File: config.mk
export PLATFORM = sky130hd
export DESIGN_NAME = serial_subtractor
export DESIGN_NICKNAME = d
export VERILOG_FILES = /design/src/rtl/serial_subtractor.sv
export SDC_FILE = /design/constraint.sdc
export NUM_CORES = 1
export LEC_CHECK = 0
export CAP_MARGIN = 5
export CORE_MARGIN = 1.5
export CORE_UTILIZATION = 30
export DETAILED_ROUTE_END_ITERATION = 12
export PLACE_DENSITY_LB_ADDON = 0.15
export SETUP_SLACK_MARGIN = 0.5
export SLEW_MARGIN = 40
export SYNTH_ARGS = -nofsm -noshare
export SYNTH_HDL_FRONTEND = slang
export SYNTH_SLANG_ARGS = --single-unit
File: constraint.sdc
create_clock -name clk -period 2.1 [get_ports clk]
set_input_delay 0.42 -clock clk [delete_from_list [all_inputs] [get_ports clk]]
set_output_delay 0.42 -clock clk [all_outputs]
set_load 0.03 [all_outputs]
File: src/rtl/serial_subtractor.sv
// Bit-serial WIDTH-bit subtractor: diff = x - y - b_in, LSB first, one bit per clock.
// Start/ready request handshake with a single-cycle done pulse once the result is loaded.
module serial_subtractor #(
   parameter int WIDTH = 8
) (
   input  logic             clk,
   input  logic             rst,
   input  logic             start,
   output logic             ready,
   input  logic [WIDTH-1:0] x_val,
   input  logic [WIDTH-1:0] y_val,
   input  logic             b_in,
   output logic             busy,
   output logic [WIDTH-1:0] diff,
   output logic             b_out,
   output logic             done
);

   localparam int CW = $clog2(WIDTH + 1);
   localparam logic [1:0]    S_IDLE  = 2'd0;
   localparam logic [1:0]    S_SHIFT = 2'd1;
   localparam logic [1:0]    S_DONE  = 2'd2;
   localparam logic [CW-1:0] CNT_ONE  = CW'(1);
   localparam logic [CW-1:0] CNT_LAST = CW'(WIDTH - 1);

   function automatic logic fa_parity(input logic a, input logic b, input logic c);
      return a ^ b ^ c;
   endfunction

   function automatic logic fa_majority(input logic a, input logic b, input logic c);
      return (a & b) | (a & c) | (b & c);
   endfunction

   logic [1:0]       state_q, state_d;
   logic [WIDTH-1:0] xs_q, xs_d;
   logic [WIDTH-1:0] ys_q, ys_d;
   logic             bor_q, bor_d;
   logic [WIDTH-1:0] res_q, res_d;
   logic [CW-1:0]    cnt_q, cnt_d;
   logic [WIDTH-1:0] diff_q, diff_d;
   logic             b_out_q, b_out_d;
   logic             diff_bit;
   logic             bor_next;

   // Subtraction is the adder slice with the minuend bit inverted in the majority term.
   assign diff_bit = fa_parity(xs_q[0], ys_q[0], bor_q);
   assign bor_next = fa_majority(~xs_q[0], ys_q[0], bor_q);

   // Next-state and datapath update for the IDLE/SHIFT/DONE sequencer.
   always_comb begin
      state_d = state_q;
      xs_d    = xs_q;
      ys_d    = ys_q;
      bor_d   = bor_q;
      res_d   = res_q;
      cnt_d   = cnt_q;
      diff_d  = diff_q;
      b_out_d = b_out_q;
      case (state_q)
         S_IDLE: begin
            if (start) begin
               xs_d    = x_val;
               ys_d    = y_val;
               bor_d   = b_in;
               cnt_d   = '0;
               state_d = S_SHIFT;
            end else begin
               state_d = S_IDLE;
            end
         end
         S_SHIFT: begin
            res_d = {diff_bit, res_q[WIDTH-1:1]};
            xs_d  = {1'b0, xs_q[WIDTH-1:1]};
            ys_d  = {1'b0, ys_q[WIDTH-1:1]};
            bor_d = bor_next;
            cnt_d = cnt_q + CNT_ONE;
            // diff/b_out only move on the final shift so the previous result holds until then.
            if (cnt_q == CNT_LAST) begin
               diff_d  = {diff_bit, res_q[WIDTH-1:1]};
               b_out_d = bor_next;
               state_d = S_DONE;
            end else begin
               state_d = S_SHIFT;
            end
         end
         S_DONE: begin
            state_d = S_IDLE;
         end
         default: begin
            state_d = S_IDLE;
         end
      endcase
   end

   // State and datapath registers with synchronous reset.
   always_ff @(posedge clk) begin
      if (rst) begin
         state_q <= S_IDLE;
         xs_q    <= '0;
         ys_q    <= '0;
         bor_q   <= 1'b0;
         res_q   <= '0;
         cnt_q   <= '0;
         diff_q  <= '0;
         b_out_q <= 1'b0;
      end else begin
         state_q <= state_d;
         xs_q    <= xs_d;
         ys_q    <= ys_d;
         bor_q   <= bor_d;
         res_q   <= res_d;
         cnt_q   <= cnt_d;
         diff_q  <= diff_d;
         b_out_q <= b_out_d;
      end
   end

   assign ready = (state_q == S_IDLE);
   assign busy  = (state_q == S_SHIFT) || (state_q == S_DONE);
   assign done  = (state_q == S_DONE);
   assign diff  = diff_q;
   assign b_out = b_out_q;

endmodule

==> metrics.md <==
| Metric | Value |
|---|---|
| Status | `complete, no violations` |
| Cell chain of the critical path | `inv_1, ha_4, buf_4` |
| Num rows | `27` |
| CP peak stage delay | `330 ps` |
| Mux contribution to synthesized area | `13.2%` |
| Fmax | `655 MHz` |
| Global-route wire length before repair | `5.92 mm` |
| RSZ-0062 raised after global routing | `yes` |
| CP Capture Type | `output pin` |
| Worst hold start | `diff[5]$_SDFFE_PP0P_` |
| Cts bufs inserted | `5` |
| Root Buffer | `clkbuf_8` |
| CP Data Arrival Time | `1110 ps` |
| Placer Congestion | `0.715` |
| Placed Cells | `272` |
| Lkg Pwr | `0.875 nW` |
| Worst slew pin tran | `438 ps` |
| Cell count after synthesis | `179` |
| Remaining antenna violation count after routing | `0` |
| Ant diodes | `0` |
| Worst ir drop on vdd | `0.370 mV` |
| Share of cells above drive strength 1 | `18.4%` |
| Via count | `1335` |
| H-tree levels | `2` |
| Synth Area in Compound Gates | `18.2%` |
| R2R Path End | `xs_q[2]$_SDFFE_PP0P_` |
| Die height | `80.2 µm` |
| Reg2Reg Depth | `5` |
| CP startpoint kind | `flop` |
| I/O pin count | `32` |
| Initial Utilization | `31.7%` |
| Post-synthesis adder-cell area fraction | `3.92%` |
| Min-Delay Endpoint | `diff[5]$_SDFFE_PP0P_` |
| Final hold vios | `0` |
| Tcrit/Tclk final | `72.7%` |
| Congestion Overflow GR | `0` |
| CTS clock-pin slew for the worst setup and hold paths | `80 ps` |
| Post-synth cell types | `28` |
| Vias in the first global route | `1310` |
| Worst R2R Start | `state_q[1]$_SDFF_PP0_` |
| GRT Overall Usage | `11.8%` |
| Mapped cell area | `0.00179 mm²` |
| R2R Setup Slk | `590 ps` |
| Layout area overhead | `28.4%` |
| TNS Setup | `0 ps` |
| CP max-delay cell | `dfxtp_1` |
| Post-synth top area share | `43.7%` |
| Seq cells post-synth | `39` |
| Sequential area share after synthesis | `43.7%` |
| DR WL/cell | `12.7 µm` |
| First-pass DRT Iterations | `4` |
| Die area | `0.00643 mm²` |
| Largest cells by area after synthesis | `dfxtp_1 44%, mux2i_1 12%, a211oi_2 11%` |
| CTS tree | `built` |
| Required @ worst endpoint | `1680 ps` |
| Die width | `80.2 µm` |
| Sum of net half-perimeters after detailed placement | `2.40 mm` |
| # DRC | `0` |
| Syn Nets | `204` |
| MaxCap Viol Count | `0` |
| Power per cell area | `747 mW/mm²` |
| Initial antenna violation count | `0` |
| Area leader, netlist | `dfxtp_1` |
| WL final | `3.62 mm` |
| Syn avg cell area | `9.98 µm²` |
| Hold crit path type | `flop to flop` |
| Vias per inst | `4.70` |
| Synth warn | `0` |
| Net count reported at finish | `236` |
| Minimum clock period | `1530 ps` |
| Number of port buffers | `31` |
| Fillers | `571` |
| DRT iter0 DRCs | `79` |
| Slew HR | `70.8%` |
| Final setup skew | `5.23 ps` |
| Sink Count | `39` |
| Count of final setup violators | `0` |
| Clk buf depth | `2` |
| Largest net degree at the start of global routing | `34` |
| Clock Latency Late Sink | `290 ps` |
| Synth Area in XOR/XNOR | `0%` |
| Final Max Tran Viols | `0` |
| Setup CP Type | `flop to output pin` |
| Hold path cells | `2` |
| Core Area | `0.00564 mm²` |
| Hold slack | `454 ps` |
| Synth Area in Simple Gates | `15.1%` |
| Largest family of logic cells by synthesized area | `compound AO/OA/AOI/OAI gates` |
| Finished Layout Cells | `284` |
| CP max FO | `2` |
-- sequential cells by signal, summed over array words and instances (netlist names) --
name,count
diff,8
xs_q,8
ys_q,8
res_q,7
cnt_q,4
state_q,2
b_out,1
bor_q,1
-- kinds of logic after synthesis --
kind of cell,Yosys count
AOI/OAI and AO/OA,36
buffers and inverters,17
and+or+nand+nor,59
DFF,39
adders and majority gates,5
muxes,23
-- cell usage in the layout, fill, tap and decap left out, types with 2 or more instances in the layout --
cell and n:
dfxtp_1 39, nor2_1 25, mux2i_1 22, nand2_1 19, clkdlybuf4s50_1 18, a211oi_2 15, a21oi_1 12, dlygate4sd2_1 9
clkbuf_8 6, inv_1 4, nor2b_1 4, nand2b_1 4, buf_4 4, nand4b_1 2, mux2_4 2, nand3b_1 2
a31oi_1 2, o32ai_1 2, a211oi_1 2, ha_1 2, buf_2 2, buf_12 2
-- through the flow --
step	cell area (µm²)	util, %	setup WS (ps)	total power [mW]
global placement	2130	37.7	312	1.06
detailed placement	2130	37.7	245	1.07
CTS	2250	39.9	366	1.72
global route	2290	40.7	456	1.80
finish	2290	40.7	574	1.71
floorplan	1790	-	508	1.01
-- power breakdown --
group | total, mW | internal [mW] | switching [mW]
sequential | 0.800 | 0.778 | 0.0223
clock | 0.645 | 0.385 | 0.261
combinational | 0.268 | 0.131 | 0.137
total | 1.71 | 1.29 | 0.420
-- critical path: cells and delay by family (launching register included) --
family | cells | cell delay (ps)
adders and majority gates | 1 | 260
buffers and inverters | 2 | 220
DFF | 1 | 330
-- metal layers --
| metal | wire length, µm | track usage (%) | vias to the layer above |
|---|---|---|---|
| met5 | 0 | 0 | - |
| met4 | 26 | 3.62 | 0 |
| met3 | 173 | 3.52 | 5 |
| met2 | 1700 | 18.7 | 25 |
| met1 | 1720 | 15.3 | 617 |
| li1 | - | - | 688 |
-- cell usage after synthesis --
library cell	n
clkbuf_4	1
a211oi_2	15
a211oi_1	2
ha_1	4
nand3_1	1
buf_6	3
mux2i_1	22
nand2b_1	4
nand3b_1	2
clkbuf_1	2
a2bb2oi_1	1
a22oi_1	1
mux2_4	1
nor2b_1	4
nand4b_1	2
and3_1	1
nor2_1	25
o32ai_1	2
buf_4	3
dfxtp_1	39
o32ai_2	1
nand2_1	19
a31oi_1	2
and4b_1	1
fa_1	1
a21oi_1	12
inv_1	4
buf_2	4
-- worst max-delay path by stage --
stage	startpoint	endpoint	slack (ps)	cells past startpoint
after floorplan	state_q[0]$_SDFF_PP0_	xs_q[1]$_SDFFE_PP0P_	510	7
after global placement	start	xs_q[2]$_SDFFE_PP0P_	310	4
after detailed placement	start	xs_q[0]$_SDFFE_PP0P_	250	4
after CTS	state_q[1]$_SDFF_PP0_	ready	370	3
after global routing	state_q[1]$_SDFF_PP0_	xs_q[2]$_SDFFE_PP0P_	460	5
final	state_q[1]$_SDFF_PP0_	busy	570	3
-- what timing repair did --
item	in CTS	in global routing
buffers inserted	2	1
pin swaps	1	0
cloned	0	1
hold buffers	0	0
setup endpoints to repair	38	25
gates resized for setup	22	10
-- cell type report --
class	count	area [µm²]	share of cell area (%)
clock inverter	2	35.0	1.53
tap	72	90.1	3.93
inverter	4	15.0	0.654
sequential	39	781	34.0
clock buffer	6	82.6	3.60
timing repair buffer	37	358	15.6
multi-input combinational	124	933	40.7
Note: power is estimated with default switching activity, not from simulation.
